**src/rtl/spi_txn_sched.sv**
```systemverilog
// spi_txn_sched: FIFO-buffered SPI transaction scheduler with start/done main handshake and tagged responses.
// Optional WAIT watchdog enabled by defining SPI_SCHED_TIMEOUT_EN.
module spi_txn_sched #(
   parameter int NUM_NODES = 4,
   parameter int DATA_WIDTH = 8,
   parameter int FIFO_DEPTH = 4,
   parameter int GAP_CYCLES = 2,
   parameter int TIMEOUT_CYCLES = 1024,
   localparam int NW = (NUM_NODES > 1) ? $clog2(NUM_NODES) : 1,
   localparam int AW = $clog2(FIFO_DEPTH),
   localparam int LW = AW + 1,
   localparam int GW = $clog2(GAP_CYCLES + 2)
) (
   input  logic                  clk,
   input  logic                  rst,
   input  logic                  req_valid,
   output logic                  req_ready,
   input  logic [NW-1:0]         req_node,
   input  logic [DATA_WIDTH-1:0] req_data,
   output logic                  rsp_valid,
   input  logic                  rsp_ready,
   output logic [NW-1:0]         rsp_node,
   output logic [DATA_WIDTH-1:0] rsp_data,
   output logic                  rsp_err,
   output logic                  m_start,
   output logic [NW-1:0]         m_sel,
   output logic [DATA_WIDTH-1:0] m_data,
   input  logic                  m_done,
   input  logic [DATA_WIDTH-1:0] m_rx_data,
   output logic [LW-1:0]         fifo_level,
   output logic                  idle
);
   if (FIFO_DEPTH < 2 || (FIFO_DEPTH & (FIFO_DEPTH - 1)) != 0 || TIMEOUT_CYCLES < 1) begin : g_bad_cfg
      $error("spi_txn_sched: invalid FIFO_DEPTH or TIMEOUT_CYCLES");
   end
   typedef enum logic [2:0] {IDLE, ISSUE, WAIT, RESP, GAP} state_t;
   state_t state, state_d;
   logic [NW+DATA_WIDTH-1:0] mem [FIFO_DEPTH];
   logic [AW-1:0] wp, rp;
   logic [LW-1:0] level_d;
   logic [GW-1:0] gcnt;
   logic [NW-1:0] head_node;
   logic [DATA_WIDTH-1:0] head_data;
   logic push, pop, bad, timeout, finish;
   assign {head_node, head_data} = mem[rp];
   assign push = req_valid & req_ready;
   assign pop = (state == IDLE) && (fifo_level != '0);
   assign bad = 32'(head_node) >= NUM_NODES;
   assign finish = (state == WAIT) && (m_done || timeout);
   assign level_d = fifo_level + LW'(push) - LW'(pop);
   assign m_start = state == ISSUE;
   assign rsp_valid = state == RESP;
`ifdef SPI_SCHED_TIMEOUT_EN
   localparam int TW = $clog2(TIMEOUT_CYCLES + 1);
   logic [TW-1:0] tcnt;
   always_ff @(posedge clk or negedge rst)
      if (!rst) tcnt <= '0;
      else tcnt <= (state == WAIT) ? tcnt + TW'(1) : '0;
   assign timeout = tcnt == TW'(TIMEOUT_CYCLES - 1);
`else
   assign timeout = 1'b0;
`endif
   always_comb begin
      state_d = state;
      case (state)
         IDLE:    if (pop) state_d = bad ? RESP : ISSUE;
         ISSUE:   state_d = WAIT;
         WAIT:    if (m_done || timeout) state_d = RESP;
         RESP:    if (rsp_ready) state_d = (GAP_CYCLES > 0) ? GAP : IDLE;
         GAP:     if (gcnt == GW'(GAP_CYCLES - 1)) state_d = IDLE;
         default: state_d = IDLE;
      endcase
   end
   always_ff @(posedge clk)
      if (push) mem[wp] <= {req_node, req_data};
   // Registered ready/idle so both read 0 while reset is held.
   always_ff @(posedge clk or negedge rst)
      if (!rst) begin
         state <= IDLE;
         wp <= '0;
         rp <= '0;
         fifo_level <= '0;
         req_ready <= 1'b0;
         idle <= 1'b0;
         gcnt <= '0;
         m_sel <= '0;
         m_data <= '0;
         rsp_node <= '0;
         rsp_data <= '0;
         rsp_err <= 1'b0;
      end else begin
         state <= state_d;
         fifo_level <= level_d;
         req_ready <= level_d != LW'(FIFO_DEPTH);
         idle <= (state_d == IDLE) && (level_d == '0);
         gcnt <= (state == GAP) ? gcnt + GW'(1) : '0;
         if (push) wp <= wp + AW'(1);
         if (pop) rp <= rp + AW'(1);
         if (pop && !bad) begin
            m_sel <= head_node;
            m_data <= head_data;
         end
         if (pop && bad) begin
            rsp_node <= head_node;
            rsp_data <= '0;
            rsp_err <= 1'b1;
         end
         if (finish) begin
            rsp_node <= m_sel;
            rsp_data <= m_done ? m_rx_data : '0;
            rsp_err <= !m_done;
         end
      end
endmodule

```
**config.mk**
```make
export PLATFORM = sky130hd
export DESIGN_NAME = spi_txn_sched
export DESIGN_NICKNAME = d
export VERILOG_FILES = /design/src/rtl/spi_txn_sched.sv
export SDC_FILE = /design/constraint.sdc
export NUM_CORES = 1
export LEC_CHECK = 0
export ABC_CLOCK_PERIOD_IN_PS = 3600
export BUFFER_PORTS_ARGS = -buffer_cell sky130_fd_sc_hd__buf_4
export CORE_UTILIZATION = 35
export DETAILED_ROUTE_END_ITERATION = 12
export PLACE_DENSITY = 0.63
export SLEW_MARGIN = 20
export SYNTH_ARGS = -nofsm -noshare
export SYNTH_HDL_FRONTEND = slang
export SYNTH_SLANG_ARGS = --single-unit
```
**constraint.sdc**
```tcl
create_clock -name clk -period 3.6 [get_ports clk]
set_input_delay 0.18 -clock clk [delete_from_list [all_inputs] [get_ports clk]]
set_output_delay 0.18 -clock clk [all_outputs]
set_load 0.005 [all_outputs]
```
=== Yosys cells after proc, flatten, opt, wreduce, memory -nomap -nowiden ===
Memories as Yosys holds them, arrays and structs flattened. A register that Yosys moved wholly into a read port is not among the register bits.
Cells that the tools add are included.

* Bitwise operators: 1
* Magnitude comparators: 0
* Shifts and indexed selects: 0
* $mul: 0
* Divide/modulo/power cells: 0
* Add/sub/neg operators: 5
* Mux-type cells: 9
* Reductions and logical operators: 9
* Equality and inequality tests: 6

{| class="wikitable"
|+ Operators with widths
! operator !! number
|-
| 3-bit one-hot mux with 5 select lines || 1
|-
| 3-bit 2-to-1 mux || 4
|-
| 3-bit zero test || 3
|-
| 8-bit 2-to-1 mux || 1
|-
| 2-bit by 1-bit adder with 2-bit output (second input constant) || 3
|-
| 3-bit by 2-bit == test with 1-bit output (second input constant) || 2
|-
| 3-bit by 1-bit adder with 3-bit output || 1
|-
| 3-bit by 1-bit == test with 1-bit output (second input constant) || 1
|-
| 3-bit == test (second input constant) || 1
|-
| 1-bit logical AND || 3
|-
| 3-bit != test (second input constant) || 1
|-
| 3-bit nonzero test || 1
|-
| 3-bit by 1-bit subtractor with 3-bit output || 1
|-
| 2-bit by 1-bit == test with 1-bit output (second input constant) || 1
|-
| 1-bit zero test || 2
|-
| 1-bit 2-to-1 mux || 2
|-
| 2-bit 2-to-1 mux || 1
|-
| 1-bit bitwise AND || 1
|}

* RAM bits: 40
* Register bits: 25
* Memories kept: 1
* Input bits: 23
* Latch bits: 0
* Memory bits (read-only): 0
* Output and inout bits: 28

{| class="wikitable"
|+ Memory list
! memory !! words !! bits a word !! rd ports !! clocked after Yosys merged registers in !! wr ports !! line !! RTL
|-
| mem || 4 || 10 || 1 || 1 || 1 || 38 || <nowiki>logic [NW+DATA_WIDTH-1:0] mem [FIFO_DEPTH];</nowiki>
|}

=== Logic depth before layout (Yosys ltp) ===
Gate-level depths: netlist of the first run.

* Depth in word-level cells: 6
* Mapped depth: 11
* Depth with buffers taken out: 10

=== Worst setup path after synthesis of the first run ===
OpenSTA, ideal clock, no wires.

* Path type: register -> register
* Start: register state[1]
* End: register idle
* Library setup time: 0.096 ns
* Required time: 3.504 ns
* Arrival: 2.505 ns
* Path buffers: 1
* Stages on the path, launching flop included: 11
* Path slack: 1.000 ns
* Cell sequence: dfrtp_1 nor4_4 buf_6 ha_1 inv_1 ha_1 inv_1 fa_1 inv_1 or3_1 nor4_2

* Elaborated cells between the ends (all ways): 15
* Those cells by class: add/sub: 1; eq/ne: 4; mux: 5; reduce/logical: 5

{| class="wikitable"
|+ RTL lines
! item !! line !! RTL
|-
| start: declaration || 37 || <nowiki>state_t state, state_d;</nowiki>
|-
| start signal: assignment || 92 || <nowiki>state <= state_d;</nowiki>
|-
| 3-bit zero test || 47 || <nowiki>assign pop = (state == IDLE) && (fifo_level != '0);</nowiki>
|-
| 1-bit logical AND || 47 ||
|-
| named net pop || 44 || <nowiki>logic push, pop, bad, timeout, finish;</nowiki>
|-
| 3-bit by 1-bit subtractor with 3-bit output || 50 || <nowiki>assign level_d = fifo_level + LW'(push) - LW'(pop);</nowiki>
|-
| named net level_d[1] || 40 || <nowiki>logic [LW-1:0] level_d;</nowiki>
|-
| 3-bit zero test || 95 || <nowiki>idle <= (state_d == IDLE) && (level_d == '0);</nowiki>
|-
| 1-bit logical AND || 95 ||
|-
| end signal: assignment || 95 ||
|-
| end: declaration || 31 || <nowiki>output logic idle</nowiki>
|}

The timed path passes the listed nets, and every way through them passes these cells.
A chain may end at the register's enable or synchronous reset.

=== Final worst setup path of the first run ===
* Start: register fifo_level[1]
* End: register idle

* Elaborated cells between the ends (all ways): 9
* Those cells by class: add/sub: 2; mux: 2; reduce/logical: 5

{| class="wikitable"
|+ RTL lines
! item !! line !! RTL
|-
| start: declaration || 30 || <nowiki>output logic [LW-1:0] fifo_level,</nowiki>
|-
| start signal: assignment || 93 || <nowiki>fifo_level <= level_d;</nowiki>
|-
| parallel branches: the longest is 2 deep, another holds 3-bit by 1-bit adder with 3-bit output || - ||
|-
| 3-bit by 1-bit subtractor with 3-bit output (*) || 50 ||
|-
| named net level_d[1] || 40 ||
|-
| 3-bit zero test (*) || 95 ||
|-
| 1-bit logical AND (*) || 95 ||
|}

Mark *: on every way through the listed nets, which the timed path passes.

==> out/results.ini, run 1 <==
[yosys]
netlist.top_cell.by_area = edfxtp_1
async_reset_ff_share_pct = 46.7
synth_commonest_cells = edfxtp_1, dfrtp_1, mux2_4, mux4_2
yosysTopAreaCellShare_pct = 39.9
ys_types = 29
ys_warn_count = 0
yosys-top-cells-area = edfxtp_1, dfrtp_1, mux2_4
synthFlopType = edfxtp_1
synth_nets = 188
synth_area_mm2 = 0.00301
avgSynthCellArea_um2 = 19.2
synth_edf_count = 40
netlist_instances = 157
seq_area_frac_synth_pct = 68.9
yosysMostFrequentCell = edfxtp_1
synth_seq_cells = 75

[global_route]
grt_overflow_total = 0
grt_pass1_wl_mm = 8.05
antenna_found_initial = 0
grt_use_total_pct = 12.4
grt_max_degree = 36
grt_pass1_vias = 1567

[power]
p_per_area_mw_per_mm2 = 853
leakagePower_nw = 1.53
p_sw_share_pct = 29.8
total_switching_power_mw = 0.939
p_int_mw = 2.21
combPwrFrac_pct = 35.2
clockPowerShare_pct = 20.0
seqPwrFrac_pct = 44.8
irDropWorstVdd_mv = 0.227

[placement]
place_congestion = 0.712
portBuffers = 50
hpwl_mm = 3.30

[setup_path]
critical_path.cell_chain = nor3_1, nor4_4, ha_1, inv_1, ha_1, inv_1, fa_1, inv_1, or3_1, nor4_2
worst_setup_path_end_kind = flop
worst-path-max-fanout = 4
critPathMaxStageDelay_ns = 0.50
worstPathArrival_ns = 2.75
worst_setup_path_start_kind = flop
worstPathRequired_ns = 3.84
crit_type = flop to flop
critPathSlowestCell = fa_1
path_common_cell = inv_1
cp_top_family = simple AND/OR/NAND/NOR gates
cp_num_buf_inv = 3

[sta]
fmaxAchievable_mhz = 399
worstMarginPinSlew_ns = 0.702
maxSlewViolCount = 0
rsz0062_at_grt = false
finalCritPeriodShare_pct = 69.7
timing.slew.headroom_pct = 53.2
fin_crit_ns = 2.51
fin_skew_ns = 0.00831
setup_tns_ns = 0
hold_viol = 0
setup_viol = 0

[clock_tree]
cts_tree = yes
cts_root_buf = clkbuf_8
htreeDepth = 3
clk_latency_ns = 0.33
clk_pin_slew_worst_paths_ns = 0.08
cts_buffers = 9
cts.path.max_buffers = 2
cts.sinks = 75
post_cts_buffers = 0

[route]
wl_per_cell_um = 15.5
final_antenna_net_count = 0
drcViolationCount = 0
firstDrtPassIters = 3
wl_mm = 5.07
drtIter0Drc = 57
vias = 1504
vias_per_cell = 4.60

[layout]
syn_to_final_growth_pct = 22.8
drive_gt1_share_pct = 45.5
diodes = 0
fillers = 754
nNetsFinal = 248
utilization_pct = 44.8

[die]
fp.dieH_um = 94.8
initial_core_util_pct = 36.5
die_w_um = 94.8
coreArea_mm2 = 0.00826
fp-row-count = 33
ios = 51
dieArea_mm2 = 0.00898

[status]
status = finished, final reports clean

[flow_run]
cap_violations = 0

[worst_hold_path]
min_path_type = input pin to flop

[power groups by stage]
stage	registers, mW	logic, mW	clock network [mW]
floorplan	1.36	0.794	0
global placement	1.43	1.11	0
detailed placement	1.44	1.13	0
CTS	1.42	1.14	0.648
global route	1.45	1.22	0.675
finish	1.41	1.11	0.631
[sequential cells by signal, indices dropped and copies added, names as in the netlist, 2 cells and up]
| name | count |
|---|---|
| fifo_level | 3 |
| wp | 2 |
| rp | 2 |
| m_data | 8 |
| mem | 40 |
| gcnt | 2 |
| rsp_data | 8 |
| rsp_node | 2 |
| m_sel | 2 |
| state | 3 |
[worst reg2reg max path, cell delays in order, from the launching register on]
cell and delay, ns:
dfrtp_1 0.45, nor3_1 0.33, nor4_4 0.06, ha_1 0.27
inv_1 0.05, ha_1 0.13, inv_1 0.05, fa_1 0.50
inv_1 0.06, or3_1 0.38, nor4_2 0.15
[timing repair]
item	CTS	global route
hold buffers	1	0
gates resized for setup	0	0
hold endpoints to repair	35	0
[cell families (layout without fill, tap and decap cells)]
kind of cell | after synthesis | in the layout | synth area share [%]
flops | 75 | 75 | 68.9
mux | 31 | 31 | 17.7
compound gates | 3 | 3 | 0.623
xor+xnor | 5 | 5 | 1.70
fa+ha+maj | 8 | 8 | 3.57
simple gates | 24 | 24 | 5.32
buf+inv | 11 | 76 | 2.16
[path summary, 6_finish.rpt]
kind                                    startpoint                    to  slack (ns)  cells past startpoint
max                        fifo_level[1]$_DFF_PN0_        idle$_DFF_PN0_        1.09                     10
min                                    req_data[5]   mem[3][5]$_DFFE_PP_        0.04                      1
max reg2reg                fifo_level[1]$_DFF_PN0_        idle$_DFF_PN0_        1.09                     10
min reg2reg                      gcnt[0]$_DFF_PN0_     gcnt[0]$_DFF_PN0_        0.43                      1
max in group asynchronous                      rst  m_sel[0]$_DFFE_PN0P_        2.93                      2
min in group asynchronous                      rst   req_ready$_DFF_PN0_        0.33                      2
[cell type report]
class | instances | area, um2 | area share (%)
clock inverter | 6 | 55.1 | 1.49
tap | 105 | 131 | 3.55
sequential | 75 | 2080 | 56.2
inverter | 7 | 26.3 | 0.710
timing repair buffer | 53 | 400 | 10.8
clock buffer | 10 | 138 | 3.72
multi-input combinational | 71 | 871 | 23.5
[per-stage QoR]
stage                     std cells  total power [mW]  hold WS [ns]  worst slack [ns]  cell area, um2
after floorplan                 157              2.15        -0.116              1.00            3010
after global routing            327              3.35        0.0284             0.908            3700
after CTS                       327              3.21        0.0259              1.08            3700
after global placement          310              2.53         0.166              1.15            3500
after detailed placement        310              2.57         0.171              1.09            3500
final                           327              3.15        0.0445              1.09            3700
[cells in the final DEF, fill, tap and decap left out, drive strengths merged, types with 5 or more instances in the layout]
master	n
and3	5
buf	52
clkbuf	10
dfrtp	35
edfxtp	40
ha	7
inv	7
mux2	21
mux4	10
[per-layer routing]
layer | part of all wire, % | routed length (um) | vias up | track usage (%)
met5 | 0 | 0 | - | 0
met4 | 2.0 | 101 | 0 | 7.20
met3 | 4.5 | 229 | 9 | 2.58
met2 | 50 | 2520 | 37 | 20.5
met1 | 44 | 2220 | 751 | 14.9
li1 | - | - | 707 | -
No activity file was read; power rests on OpenSTA's default activity.
==> run 2: changes to the inputs <==
ABC_CLOCK_PERIOD_IN_PS = 2100   (was 3600)
PLACE_DENSITY = 0.65   (was 0.63)
clock period = 2.1 ns   (was 3.6 ns; I/O delays follow)
==> run 2 against run 1 <==
The flow now finishes with violations (setup timing); cell count up 8.6%; wire length increased by 2.5%; first-iteration DRC count rose by 37%; largest power group unchanged; highest routed layer unchanged.
==> out/results.ini, run 2 (synthesis gave the netlist of run 1 again) <==
[status]
violations = setup timing
status = complete, but fails checks  ; was finished, final reports clean

[die]
initial_core_util_pct = 36.5  ; unchanged
die_w_um = 94.8  ; unchanged
ios = 51  ; unchanged
dieArea_mm2 = 0.00898  ; unchanged
fp-row-count = 33  ; unchanged
coreArea_mm2 = 0.00826  ; unchanged
fp.dieH_um = 94.8  ; unchanged

[placement]
portBuffers = 50  ; unchanged
hpwl_mm = 3.45  ; was 3.30 mm
place_congestion = 0.701  ; was 0.712
dpl-instance-area_mm2 = 0.00358  ; was 0.00350 mm2

[sta]
setup_tns_ns = -0.446  ; was 0 ns
timing.slew.headroom_pct = 63.5  ; was 53.2%
setup_viol = 2  ; was 0
maxSlewViolCount = 0  ; unchanged
fin_skew_ns = 0.00979  ; was 0.00831 ns
postLayoutSetupSlackWorst_ns = -0.328  ; was 1.09 ns
finalCritPeriodShare_pct = 116  ; was 69.7%
fmaxAchievable_mhz = 412  ; was 399 MHz
rsz0062_at_grt = true  ; was false
worstMarginPinSlew_ns = 0.548  ; was 0.702 ns
fin_crit_ns = 2.43  ; was 2.51 ns
hold_viol = 0  ; unchanged

[setup_path]
path_common_cell = ha_4  ; was inv_1
worst_setup_path_start_kind = flop  ; unchanged
worstPathRequired_ns = 2.34  ; was 3.84 ns
critPathSlowestCell = fa_2  ; was fa_1
crit_type = flop to flop  ; unchanged
worst_setup_path_end_kind = flop  ; unchanged
critPathMaxStageDelay_ns = 0.52  ; was 0.50 ns
worst-path-max-fanout = 2  ; was 4
critical_path.cell_chain = nor4_4, ha_4, inv_4, ha_4, inv_2, fa_2, inv_1, or3_4, nor4_2  ; was nor3_1, nor4_4, ha_1, inv_1, ha_1, inv_1, fa_1, inv_1, or3_1, nor4_2
worstPathArrival_ns = 2.67  ; was 2.75 ns

[global_route]
grt_max_degree = 36  ; unchanged
grt_use_total_pct = 12.6  ; was 12.4%
antenna_found_initial = 0  ; unchanged
grt_overflow_total = 0  ; unchanged
grt_pass1_wl_mm = 8.16  ; was 8.05 mm
grt_pass1_vias = 1631  ; was 1,567

[route]
vias_per_cell = 4.53  ; was 4.60
wl_mm = 5.20  ; was 5.07 mm
wl_per_cell_um = 14.7  ; was 15.5 um
vias = 1609  ; was 1,504
final_antenna_net_count = 0  ; unchanged
firstDrtPassIters = 4  ; was 3
drtIter0Drc = 78  ; was 57
drcViolationCount = 0  ; unchanged

[flow_run]
cap_violations = 0  ; unchanged

[power]
irDropWorstVdd_mv = 0.486  ; was 0.227 mV
p_per_area_mw_per_mm2 = 1420  ; was 853 mW/mm2
leakagePower_nw = 1.66  ; was 1.53 nW

[clock_tree]
cts.sinks = 75  ; unchanged
cts_tree = yes  ; unchanged
htreeDepth = 3  ; unchanged
cts.path.max_buffers = 2  ; unchanged
cts_root_buf = clkbuf_8  ; unchanged
clk_latency_ns = 0.34  ; was 0.33 ns
cts_buffers = 9  ; unchanged
clk_pin_slew_worst_paths_ns = 0.08  ; about the same

[layout]
fillers = 717  ; was 754
drive_gt1_share_pct = 49.2  ; was 45.5%
regMostFlops = mem  ; unchanged
stdcell_area_mm2 = 0.00400  ; was 0.00370 mm2
utilization_pct = 48.4  ; was 44.8%
nNetsFinal = 276  ; was 248
diodes = 0  ; unchanged
largest_reg_flops = 40  ; unchanged
largestRegisters = mem x40, m_data x8, rsp_data x8  ; unchanged
final_cell_mix = buf_4, edfxtp_1, dfrtp_1  ; unchanged
syn_to_final_growth_pct = 32.7  ; was 22.8%
final_common_cell = buf_4  ; unchanged

[worst_hold_path]
min_path_type = input pin to flop  ; unchanged

-- run 2: changes by cell type in the layout (fill, tap and decap cells not counted), sizes merged --
cell	change
dlygate4sd3	+18
buf	+10
inv	+4
clkinv	-3
bufinv	-1
clkbuf	-1
clkinvlp	+1
-- run 2: timing repair --
action	in CTS	in global routing
endpoints found under the setup margin	3	3
hold buffers	19	0
hold endpoints to repair	83	0
resized for setup	2	8
pin swaps	1	4
setup buffers	0	0
-- run 2: worst paths after layout --
path | cells past startpoint | slack (ns) | endpoint | startpoint
min in group asynchronous | 2 | 0.25 | rsp_data[1]$_DFFE_PN0P_ | rst
min reg2reg | 1 | 0.43 | gcnt[0]$_DFF_PN0_ | gcnt[0]$_DFF_PN0_
max in group asynchronous | 2 | 1.50 | state[0]$_DFF_PN0_ | rst
max reg2reg | 9 | -0.33 | idle$_DFF_PN0_ | state[0]$_DFF_PN0_
max | 9 | -0.33 | idle$_DFF_PN0_ | state[0]$_DFF_PN0_
min | 3 | 0.11 | state[1]$_DFF_PN0_ | rsp_ready
-- run 2: power by group --
group / switching, mW / leakage, nW / internal [mW]
Sequential: 0.294 / 0.785 / 2.04
Clock: 0.565 / 0.0886 / 0.447
Combinational: 0.912 / 0.784 / 1.42
-- run 2: per-stage QoR --
step / worst slack (ns) / hold slack [ns] / cells / power (mW)
3_3_place_gp: -0.224 / 0.0883 / 320 / 4.48
5_1_grt: -0.437 / 0.103 / 355 / 6.05
6_report: -0.328 / 0.111 / 355 / 5.68
4_1_cts: -0.332 / 0.0916 / 355 / 5.62
3_5_place_dp: -0.339 / 0.0894 / 320 / 4.55
2_1_floorplan: -0.457 / -0.191 / 157 / 3.70
-- run 2: area by class of cell --
cell class                      count  area (um2)  area share, %
Inverter                            7        28.8          0.720
Clock buffer                        9         124           3.10
Sequential cell                    75        2080           52.0
Clock inverter                      7        57.6           1.44
Multi-Input combinational cell     71         923           23.1
Timing Repair Buffer               81         656           16.4
Tap cell                          105         131           3.29
-- run 2: worst max-delay path: cells and delay by family, from the launching register on --
kind	cells	cell delay, ns
buf+inv	3	0.13
simple gates	3	0.87
flops	1	0.43
fa+ha+maj	3	0.90
-- run 2: layer usage --
metal / routed length [um] / GRT usage, % / vias to the layer above / share of wire, %
li1: - / - / 767 / -
met2: 2530 / 20.3 / 46 / 49
met1: 2330 / 16.0 / 787 / 45
met4: 72 / 4.17 / 0 / 1.4
met5: 0 / 0 / - / 0
met3: 267 / 4.35 / 9 / 5.1
==> run 3: changes to the inputs <==
ABC_CLOCK_PERIOD_IN_PS = 2200   (was 2100)
CORE_UTILIZATION = 45   (was 35)
PLACE_DENSITY = 0.78   (was 0.65)
clock period = 2.2 ns   (was 2.1 ns; I/O delays follow)
==> run 3 against run 2 <==
Register-to-register slack better by 0.095 ns; largest cell class unchanged; wire length shrank 2.0%; clock skew shrank 0.0025 ns; power decreased by 1.4%; highest routed layer unchanged; the flow finishes with violations (DRC, setup timing); global-route usage rose by 2.7 points.
==> out/results.ini, run 3 (synthesis gave the netlist of run 1 again) <==
[sta]
fmaxAchievable_mhz = 411  ; was 412 MHz
timing.slew.headroom_pct = 61.9  ; was 63.5%
worstMarginPinSlew_ns = 0.571  ; was 0.548 ns
fin_crit_ns = 2.43  ; about the same
finalCritPeriodShare_pct = 111  ; was 116%
rsz0062_at_grt = true  ; unchanged
maxSlewViolCount = 0  ; unchanged
setup_tns_ns = -0.263  ; was -0.446 ns
setup_viol = 2  ; unchanged
hold_viol = 0  ; unchanged
fin_skew_ns = 0.00729  ; was 0.00979 ns
postLayoutSetupSlackWorst_ns = -0.232  ; was -0.328 ns
whs_ns = 0.00648  ; was 0.111 ns

[setup_path]
critPathMaxStageDelay_ns = 0.54  ; was 0.52 ns
worst_setup_path_end_kind = flop  ; unchanged
worst_setup_path_start_kind = flop  ; unchanged
critPathSlowestCell = fa_2  ; unchanged
critical_path.cell_chain = nor4_4, ha_4, inv_2, ha_4, inv_2, fa_2, inv_2, or3_4, nor4_2  ; was nor4_4, ha_4, inv_4, ha_4, inv_2, fa_2, inv_1, or3_4, nor4_2
worstPathArrival_ns = 2.67  ; about the same
path_common_cell = inv_2  ; was ha_4
crit_type = flop to flop  ; unchanged
worstPathRequired_ns = 2.44  ; was 2.34 ns
worst-path-max-fanout = 2  ; unchanged

[route]
vias = 1618  ; was 1,609
wl_per_cell_um = 15.6  ; was 14.7 um
vias_per_cell = 4.95  ; was 4.53
drcViolationCount = 4  ; was 0
drtIter0Drc = 92  ; was 78
wl_mm = 5.10  ; was 5.20 mm
firstDrtPassIters = 8  ; was 4
final_antenna_net_count = 0  ; unchanged

[layout]
final_common_cell = buf_4  ; unchanged
nNetsFinal = 276  ; unchanged
drive_gt1_share_pct = 50.0  ; was 49.2%
largest_reg_flops = 40  ; unchanged
stdcell_area_mm2 = 0.00398  ; was 0.00400 mm2
multi_input_area_um2 = 923  ; unchanged
stdcell_count = 327  ; was 355
seq_area_mm2 = 0.00208  ; unchanged
syn_to_final_growth_pct = 32.2  ; was 32.7%
diodes = 0  ; unchanged
largestRegisters = mem x40, m_data x8, rsp_data x8  ; unchanged
regMostFlops = mem  ; unchanged
final_cell_mix = buf_4, edfxtp_1, dfrtp_1  ; unchanged
fillers = 458  ; was 717

[global_route]
grt_pass1_wl_mm = 8.05  ; was 8.16 mm
grt_pass1_vias = 1679  ; was 1,631
antenna_found_initial = 0  ; unchanged
grt_overflow_total = 0  ; unchanged
grt_use_total_pct = 15.3  ; was 12.6%
grt_max_degree = 36  ; unchanged

[clock_tree]
clk_pin_slew_worst_paths_ns = 0.07  ; was 0.08 ns
cts_buffers = 9  ; unchanged
cts.path.max_buffers = 2  ; unchanged
clk_latency_ns = 0.33  ; was 0.34 ns
cts_tree = yes  ; unchanged
htreeDepth = 3  ; unchanged
cts_root_buf = clkbuf_8  ; unchanged
cts.sinks = 75  ; unchanged

[die]
ios = 51  ; unchanged
coreArea_mm2 = 0.00642  ; was 0.00826 mm2
fp-row-count = 29  ; was 33
dieArea_mm2 = 0.00703  ; was 0.00898 mm2
die_w_um = 83.8  ; was 94.8 um
initial_core_util_pct = 46.9  ; was 36.5%
fp.dieH_um = 83.8  ; was 94.8 um

[placement]
dp.cells = 292  ; was 320
dpl-instance-area_mm2 = 0.00355  ; was 0.00358 mm2
hpwl_mm = 3.39  ; was 3.45 mm
portBuffers = 50  ; unchanged
place_congestion = 0.763  ; was 0.701

[power]
irDropWorstVdd_mv = 0.946  ; was 0.486 mV
leakagePower_nw = 1.68  ; was 1.66 nW
p_per_area_mw_per_mm2 = 1410  ; was 1420 mW/mm2

[flow_run]
cap_violations = 0  ; unchanged

[status]
violations = DRC, setup timing  ; was setup timing
status = complete, but fails checks  ; unchanged

[worst_hold_path]
min_path_type = input pin to flop  ; unchanged

[run 3: metal layers]
metal	global-route usage, %	part of all wire [%]	vias to the layer above	routed length [um]
li1	-	-	768	-
met1	18.6	42	813	2160
met2	26.5	54	28	2730
met3	3.36	2.8	9	144
met4	6.58	1.4	0	69
met5	0	0	-	0
[run 3: cell type report]
cell class                 instances  area share, %
timing repair buffer              81           16.3
clock buffer                      10           3.20
clock inverter                     6           2.01
tap                               77           2.42
multi-input combinational         71           23.2
inverter                           7          0.660
sequential                        75           52.2
[run 3: where the power goes]
part	switching, mW	internal (mW)	leakage [nW]
combinational	0.851	1.39	0.785
clock	0.477	0.631	0.110
sequential	0.303	1.95	0.785
[run 3: final timing paths]
kind / start / end / slack, ns / cells after the start
worst max-delay path: state[0]$_DFF_PN0_ / idle$_DFF_PN0_ / -0.23 / 9
worst max register to register: state[0]$_DFF_PN0_ / idle$_DFF_PN0_ / -0.23 / 9
min in group asynchronous: rst / rsp_data[1]$_DFFE_PN0P_ / 0.27 / 2
max in group asynchronous: rst / state[0]$_DFF_PN0_ / 1.59 / 2
worst min register to register: gcnt[0]$_DFF_PN0_ / gcnt[0]$_DFF_PN0_ / 0.44 / 1
worst min-delay path: m_rx_data[5] / rsp_data[5]$_DFFE_PN0P_ / 0.006 / 2
[run 3: repair_timing]
action / in CTS / in global routing
hold buffers: 16 / 1
setup endpoints to repair: 3 / 3
endpoints found under the hold margin: 80 / 1
gates cloned: 0 / 0
setup buffers: 1 / 1
pin swaps: 2 / 3
gates resized for setup: 1 / 9
[run 3: critical path: cells and delay by family, from the launching register on]
kind,cells,cell delay [ns]
adders and majority gates,3,0.90
and+or+nand+nor,3,0.88
DFF,1,0.43
buffers and inverters,3,0.13
[run 3: per-stage QoR]
| stage | total power [mW] | setup slack [ns] | utilization [%] |
|---|---|---|---|
| final | 5.60 | -0.232 | 62.0 |
| after global routing | 5.91 | -0.311 | 62.0 |
| after CTS | 5.49 | -0.240 | 61.2 |
| after detailed placement | 4.34 | -0.245 | 55.3 |
| after global placement | 4.27 | -0.122 | 55.3 |
| after floorplan | 3.53 | -0.357 | - |
